--- config.mk ---
export PLATFORM = sky130hd
export DESIGN_NAME = vector_list_seq_flat
export DESIGN_NICKNAME = d
export VERILOG_FILES = /design/src/rtl/vector_list_seq_pkg.sv /design/src/rtl/vector_list_seq_if.sv /design/src/rtl/vector_list_seq.sv /design/src/flat_wrapper.sv
export SDC_FILE = /design/constraint.sdc
export NUM_CORES = 1
export LEC_CHECK = 0
export CAP_MARGIN = 20
export CORE_ASPECT_RATIO = 0.6
export CORE_MARGIN = 3
export CORE_UTILIZATION = 45
export DETAILED_ROUTE_END_ITERATION = 7
export DONT_BUFFER_PORTS = 1
export GPL_TIMING_DRIVEN = 0
export MAX_ROUTING_LAYER = met4
export PLACE_DENSITY_LB_ADDON = 0.12
export SLEW_MARGIN = 15
export SYNTH_ARGS = -nofsm -noshare
export SYNTH_HDL_FRONTEND = slang
export SYNTH_SLANG_ARGS = --single-unit
export TNS_END_PERCENT = 50
--- constraint.sdc ---
create_clock -name clk -period 2.1 [get_ports clk]
set_clock_uncertainty 0.2 [all_clocks]
set_input_delay 0.42 -clock clk [delete_from_list [all_inputs] [get_ports clk]]
set_output_delay 0.42 -clock clk [all_outputs]
set_load 0.03 [all_outputs]
--- src/rtl/vector_list_seq_pkg.sv ---
// Shared types for the vector list sequencer: FSM encoding and segment-entry layout.
package vector_list_seq_pkg;

   localparam int ENTRY_W  = 33;
   localparam int COORD_W  = 8;

   localparam int LAST_BIT = 32;
   localparam int STAX_MSB = 31;
   localparam int STAX_LSB = 24;
   localparam int STAY_MSB = 23;
   localparam int STAY_LSB = 16;
   localparam int ENDX_MSB = 15;
   localparam int ENDX_LSB = 8;
   localparam int ENDY_MSB = 7;
   localparam int ENDY_LSB = 0;

   typedef enum logic [2:0] {
      ST_IDLE   = 3'd0,
      ST_FETCH  = 3'd1,
      ST_LOAD   = 3'd2,
      ST_LAUNCH = 3'd3,
      ST_DRAW   = 3'd4,
      ST_FINISH = 3'd5
   } state_t;

   typedef struct packed {
      logic [COORD_W-1:0] stax;
      logic [COORD_W-1:0] stay;
      logic [COORD_W-1:0] endx;
      logic [COORD_W-1:0] endy;
   } seg_t;

   function automatic seg_t entry_seg(input logic [ENTRY_W-1:0] e);
      seg_t s;
      s.stax = e[STAX_MSB:STAX_LSB];
      s.stay = e[STAY_MSB:STAY_LSB];
      s.endx = e[ENDX_MSB:ENDX_LSB];
      s.endy = e[ENDY_MSB:ENDY_LSB];
      return s;
   endfunction

endpackage

--- src/rtl/vector_list_seq_if.sv ---
// Sequencer-side bus: segment-memory read port plus the rasteriser launch/endpoint port.
interface vector_list_seq_if #(
   parameter int ADDR_W = 8
);
   import vector_list_seq_pkg::*;

   logic                mem_rd;
   logic [ADDR_W-1:0]   mem_addr;
   logic [ENTRY_W-1:0]  mem_rdata;
   logic                go;
   logic [COORD_W-1:0]  stax;
   logic [COORD_W-1:0]  stay;
   logic [COORD_W-1:0]  endx;
   logic [COORD_W-1:0]  endy;
   logic                busy;

   modport master (
      output mem_rd, mem_addr, go, stax, stay, endx, endy,
      input  mem_rdata, busy
   );

   modport slave (
      input  mem_rd, mem_addr, go, stax, stay, endx, endy,
      output mem_rdata, busy
   );

endinterface

--- src/rtl/vector_list_seq.sv ---
// Walks a segment list from address 0, launching one rasteriser line per entry until a last flag.
// Latency: frame_start -> mem_rd 1 cycle, -> go 3 cycles; 4 cycles overhead per segment outside busy.
// Backpressure: waits for a busy high->low cycle per line; frame_start dropped unless idle and rasteriser drained.
module vector_list_seq
   import vector_list_seq_pkg::*;
#(
   parameter int ADDR_W = 8
) (
   input  logic                clk,
   input  logic                rst_n,
   input  logic                frame_start,
   vector_list_seq_if.master   bus,
   output logic                frame_busy,
   output logic                frame_done,
   output logic                overrun,
   output logic [ADDR_W:0]     seg_count
);

   state_t            state;
   state_t            state_nxt;
   logic [ADDR_W-1:0] addr;
   seg_t              seg;
   logic              last_r;
   logic              seen_busy;
   logic              accept;
   logic              draw_done;
   logic              at_end;

   // A line is complete only after busy has been observed high, so a launch
   // is never mistaken for completion before the rasteriser reacts.
   assign draw_done = !bus.busy && seen_busy;
   assign at_end    = &addr;

   always_ff @(posedge clk) begin
      if (!rst_n) begin
         state <= ST_IDLE;
      end else begin
         state <= state_nxt;
      end
   end

   always_comb begin
      state_nxt  = state;
      bus.mem_rd = 1'b0;
      bus.go     = 1'b0;
      frame_busy = 1'b1;
      frame_done = 1'b0;
      accept     = 1'b0;
      unique case (state)
         ST_IDLE: begin
            frame_busy = 1'b0;
            if (frame_start && !bus.busy) begin
               accept    = 1'b1;
               state_nxt = ST_FETCH;
            end
         end
         ST_FETCH: begin
            bus.mem_rd = 1'b1;
            state_nxt  = ST_LOAD;
         end
         ST_LOAD: begin
            state_nxt = ST_LAUNCH;
         end
         ST_LAUNCH: begin
            bus.go    = 1'b1;
            state_nxt = ST_DRAW;
         end
         ST_DRAW: begin
            if (draw_done) begin
               state_nxt = (last_r || at_end) ? ST_FINISH : ST_FETCH;
            end
         end
         ST_FINISH: begin
            frame_busy = 1'b0;
            frame_done = 1'b1;
            state_nxt  = ST_IDLE;
         end
         default: begin
            state_nxt = ST_IDLE;
         end
      endcase
   end

   always_ff @(posedge clk) begin
      if (!rst_n) begin
         addr      <= '0;
         seg       <= '0;
         last_r    <= 1'b0;
         seen_busy <= 1'b0;
         seg_count <= '0;
         overrun   <= 1'b0;
      end else begin
         unique case (state)
            ST_IDLE: begin
               if (accept) begin
                  addr      <= '0;
                  seg_count <= '0;
                  overrun   <= 1'b0;
               end
            end
            // Endpoints are only loaded here; the rasteriser reads them
            // combinationally for the whole line.
            ST_LOAD: begin
               seg    <= entry_seg(bus.mem_rdata);
               last_r <= bus.mem_rdata[LAST_BIT];
            end
            ST_LAUNCH: begin
               seg_count <= seg_count + 1'b1;
               seen_busy <= 1'b0;
            end
            ST_DRAW: begin
               if (bus.busy) begin
                  seen_busy <= 1'b1;
               end
               if (draw_done && !last_r) begin
                  if (at_end) begin
                     overrun <= 1'b1;
                  end else begin
                     addr <= addr + 1'b1;
                  end
               end
            end
            default: begin
            end
         endcase
      end
   end

   assign bus.mem_addr = addr;
   assign bus.stax     = seg.stax;
   assign bus.stay     = seg.stay;
   assign bus.endx     = seg.endx;
   assign bus.endy     = seg.endy;

endmodule
--- src/flat_wrapper.sv ---
// flat-port wrapper written by rule: the top's interface ports become plain ports
module vector_list_seq_flat import vector_list_seq_pkg::*;
#(
   parameter int ADDR_W = 8
)
  (clk, rst_n, frame_start, frame_busy, frame_done, overrun, seg_count, bus_mem_rd, bus_mem_addr, bus_go, bus_stax, bus_stay, bus_endx, bus_endy, bus_mem_rdata, bus_busy);
  vector_list_seq_if #(.ADDR_W(ADDR_W)) bus_i ();
  input  logic clk;
  input  logic rst_n;
  input  logic frame_start;
  output logic frame_busy;
  output logic frame_done;
  output logic overrun;
  output logic [ADDR_W:0] seg_count;
  output wire logic [$bits(bus_i.mem_rd)-1:0] bus_mem_rd;
  output wire logic [$bits(bus_i.mem_addr)-1:0] bus_mem_addr;
  output wire logic [$bits(bus_i.go)-1:0] bus_go;
  output wire logic [$bits(bus_i.stax)-1:0] bus_stax;
  output wire logic [$bits(bus_i.stay)-1:0] bus_stay;
  output wire logic [$bits(bus_i.endx)-1:0] bus_endx;
  output wire logic [$bits(bus_i.endy)-1:0] bus_endy;
  input wire logic [$bits(bus_i.mem_rdata)-1:0] bus_mem_rdata;
  input wire logic [$bits(bus_i.busy)-1:0] bus_busy;
  assign bus_mem_rd = bus_i.mem_rd;
  assign bus_mem_addr = bus_i.mem_addr;
  assign bus_go = bus_i.go;
  assign bus_stax = bus_i.stax;
  assign bus_stay = bus_i.stay;
  assign bus_endx = bus_i.endx;
  assign bus_endy = bus_i.endy;
  assign bus_i.mem_rdata = bus_mem_rdata;
  assign bus_i.busy = bus_busy;
  vector_list_seq #(.ADDR_W(ADDR_W)) u_core (.clk(clk), .rst_n(rst_n), .frame_start(frame_start), .bus(bus_i), .frame_busy(frame_busy), .frame_done(frame_done), .overrun(overrun), .seg_count(seg_count));
endmodule
==> results_dict.tcl <==
set metrics [dict create \
    status "completed" \
    die_area_sq_um 6380 \
    fmax_mhz 497 \
    crit_type "reg -> out" \
    holdCritPathClass "in -> reg" \
    dp_hpwl_microns 4070 \
    clkTransAtPathRegs_ns 0.10 \
    grt_max_degree 17 \
    post_synth_inst_count 284 \
    cts_tree "done" \
    worstHoldEndpoint "u_core.bus.endy[3]" \
    via_per_inst 5.47 \
    p_leak_nw 0.917 \
    cp_max_fo 10 \
    clockBufferDepth 2 \
    synth_area_leader_cell "dfxtp_1" \
    cts-htree-levels 2 \
    routed_wl_microns 5440 \
    yosys.cell_types.count 52 \
    numCtsBuffers 5 \
    worst_slew_pin_slew_ns 0.471 \
    synth.avg_cell_area_sq_um 8.60 \
    grt.overflow.total 0 \
    nNetsFinal 330 \
    rows 20 \
    clk_latency_ns 0.30 \
    timing.setup.tns_ns 0 \
    die_y_microns 63.1 \
    final.period_utilization_pct 95.9 \
    yosys_most_used_dff "dfxtp_1" \
    cts_setup_buffers 0 \
    ys_warn_count 0 \
    hold_ws_ns 0.0491 \
    drive_gt1_share_pct 11.3 \
    synth_nets 323 \
    synth-edff-count 0 \
    post-route-min-period_ns 2.01 \
    required_ns 1.48 \
    end_kind "output port" \
    final_area_sq_um 2660 \
    syn2layout_area_growth_pct 8.97 \
    whs_path_depth 2 \
    dpl_cell_area_sq_um 2520 \
    clkSinkCount 55 \
    synth_area_leaders "dfxtp_1, nand2_1, a21boi_0" \
    fp.dieW_microns 101 \
    slew_headroom_pct 68.6 \
    cts_root_buf "clkbuf_8" \
    ys_async_sr_fraction_pct 0 \
    cp_data_arrival_time_ns 1.39 \
    netlist_area_sq_um 2440 \
    power_mw 2.02 \
    worstReg2RegStart "u_core.bus.mem_addr[6]" \
    ioPinCount 91 \
    grt_pass1_wl_microns 8730 \
    setup_viol 0 \
    rrSetupSlack_ns 0.13 \
    port-buffer-count 0 \
    num_vias 1958 \
    maxCapViolCount 0 \
    slew_viol_final 0 \
    firstDrtPassIters 4 \
    core-area_sq_um 5150 \
    cp-startpoint "u_core.state[0]" \
    n_antenna_cell 0 \
    reg2regPathDepth 4 \
    synth-seq-cells 55 \
    antenna_found_initial 0 \
    drtAntennaViolNets 0 \
    cp-start-kind "flip-flop" \
    synthTopCellsByCount "nand2_1, dfxtp_1, a21boi_0" \
    routabilityCongestion 0.834 \
    grt_pass1_vias 1754 \
    initial_core_util_pct 47.4 \
    track_usage_pct 17.3 \
    synth_seq_area_share_pct 45.1 \
    cts-hold-fix-buffers 0 \
    drtIter0Drc 97 \
    min-delay-start "bus_mem_rdata[3]" \
    wl_per_cell_microns 15.2 \
    regToRegEndpoint "u_core.bus.mem_addr[3]" \
    yosys.area.top_type_share_pct 45.1 \
    ir_drop_mv 0.327 \
    yosysMostFrequentCell "nand2_1" \
    hold_viol 0 \
    drc 0 \
    pwr_density_cell_nw_per_um2 760 \
]
[worst max path at each step]
stage / endpoint / cells past startpoint / slack (ns)
after global placement: bus_mem_rd / 2 / -0.05
after floorplan: bus_mem_rd / 2 / 0.11
after CTS: u_core.bus.mem_addr[3] / 5 / 0.002
final: bus_mem_rd / 2 / 0.09
after global routing: bus_mem_rd / 2 / -0.007
after detailed placement: bus_mem_rd / 2 / -0.05
[logic make-up after synthesis]
| kind of cell | after synthesis | share of synthesized area (%) |
|---|---|---|
| buffers and inverters | 21 | 3.94 |
| adders and majority gates | 2 | 1.02 |
| DFF | 55 | 45.1 |
| and+or+nand+nor | 131 | 26.8 |
| AOI/OAI and AO/OA | 72 | 22.0 |
| xor gates and xnor gates | 2 | 0.717 |
| muxes | 1 | 0.410 |
[power by group]
group          leakage [nW]  internal, mW  switching, mW  total (mW)
Clock                0.0505         0.301          0.328       0.629
Sequential            0.448          1.09          0.105        1.19
Combinational         0.418        0.0728          0.132       0.205
Total                 0.917          1.46          0.565        2.02
[critical path: stages, from the launching register on]
cell and delay, ns:
dfxtp_1 0.43, clkbuf_4 0.26, nor3b_4 0.41
[layer usage]
| metal | wire (microns) | part of all wire (%) | GRT usage (%) |
|---|---|---|---|
| met1 | 2750 | 51 | 24.8 |
| met2 | 2210 | 41 | 23.5 |
| met3 | 454 | 8.4 | 5.86 |
| met4 | 28 | 0.51 | 3.81 |
| met5 | 0 | 0 | - |
[repair_timing]
item	CTS	global route
pin swaps	0	0
hold endpoints to repair	0	0
setup endpoints to repair	4	14
gates cloned	0	0
gates resized for setup	4	9
[stage by stage]
step	util (%)	worst slack (ns)	cells
floorplan	-	0.113	284
global placement	49.0	-0.0522	350
detailed placement	49.0	-0.0483	350
CTS	51.3	0.00152	358
global route	51.6	-0.00718	358
finish	51.6	0.0871	358
[cell type report]
cell class / instances / area (sq um)
plain buffers: 17 / 85.1
clock buffers: 7 / 96.3
clock inverters: 1 / 7.51
fillers: 485 / 2490
inverters: 4 / 18.8
multi-input cells: 208 / 1260
flip-flops and latches: 55 / 1110
well taps: 66 / 82.6
[sequential cells by signal, indices dropped and copies added, names as in the netlist]
signal               cells
u_core.bus.stax          8
u_core.bus.stay          8
u_core.seen_busy         1
u_core.bus.mem_addr      8
u_core.last_r            1
u_core.bus.endx          8
u_core.seg_count         9
u_core.overrun           1
u_core.state             3
u_core.bus.endy          8
[cell usage in the layout (no fill, tap or decap), drive strengths merged, types with 2 or more instances in the layout]
cell type,n
and3b,2
and2,2
clkbuf,21
nand2,83
xnor2,2
dfxtp,55
nor2,5
a211o,2
ha,2
nand4,2
buf,3
o311ai,2
nand2b,2
inv,3
a21o,2
nand3,9
nor4,2
a31oi,4
or4,3
nor3,6
o211ai,2
a21boi,37
o311a,2
nor3b,2
o31ai,2
o21ai,7
nor2b,2
a21oi,5
and3,2
or3,4
clkinvlp,2
No activity file was read; power rests on OpenSTA's default activity.
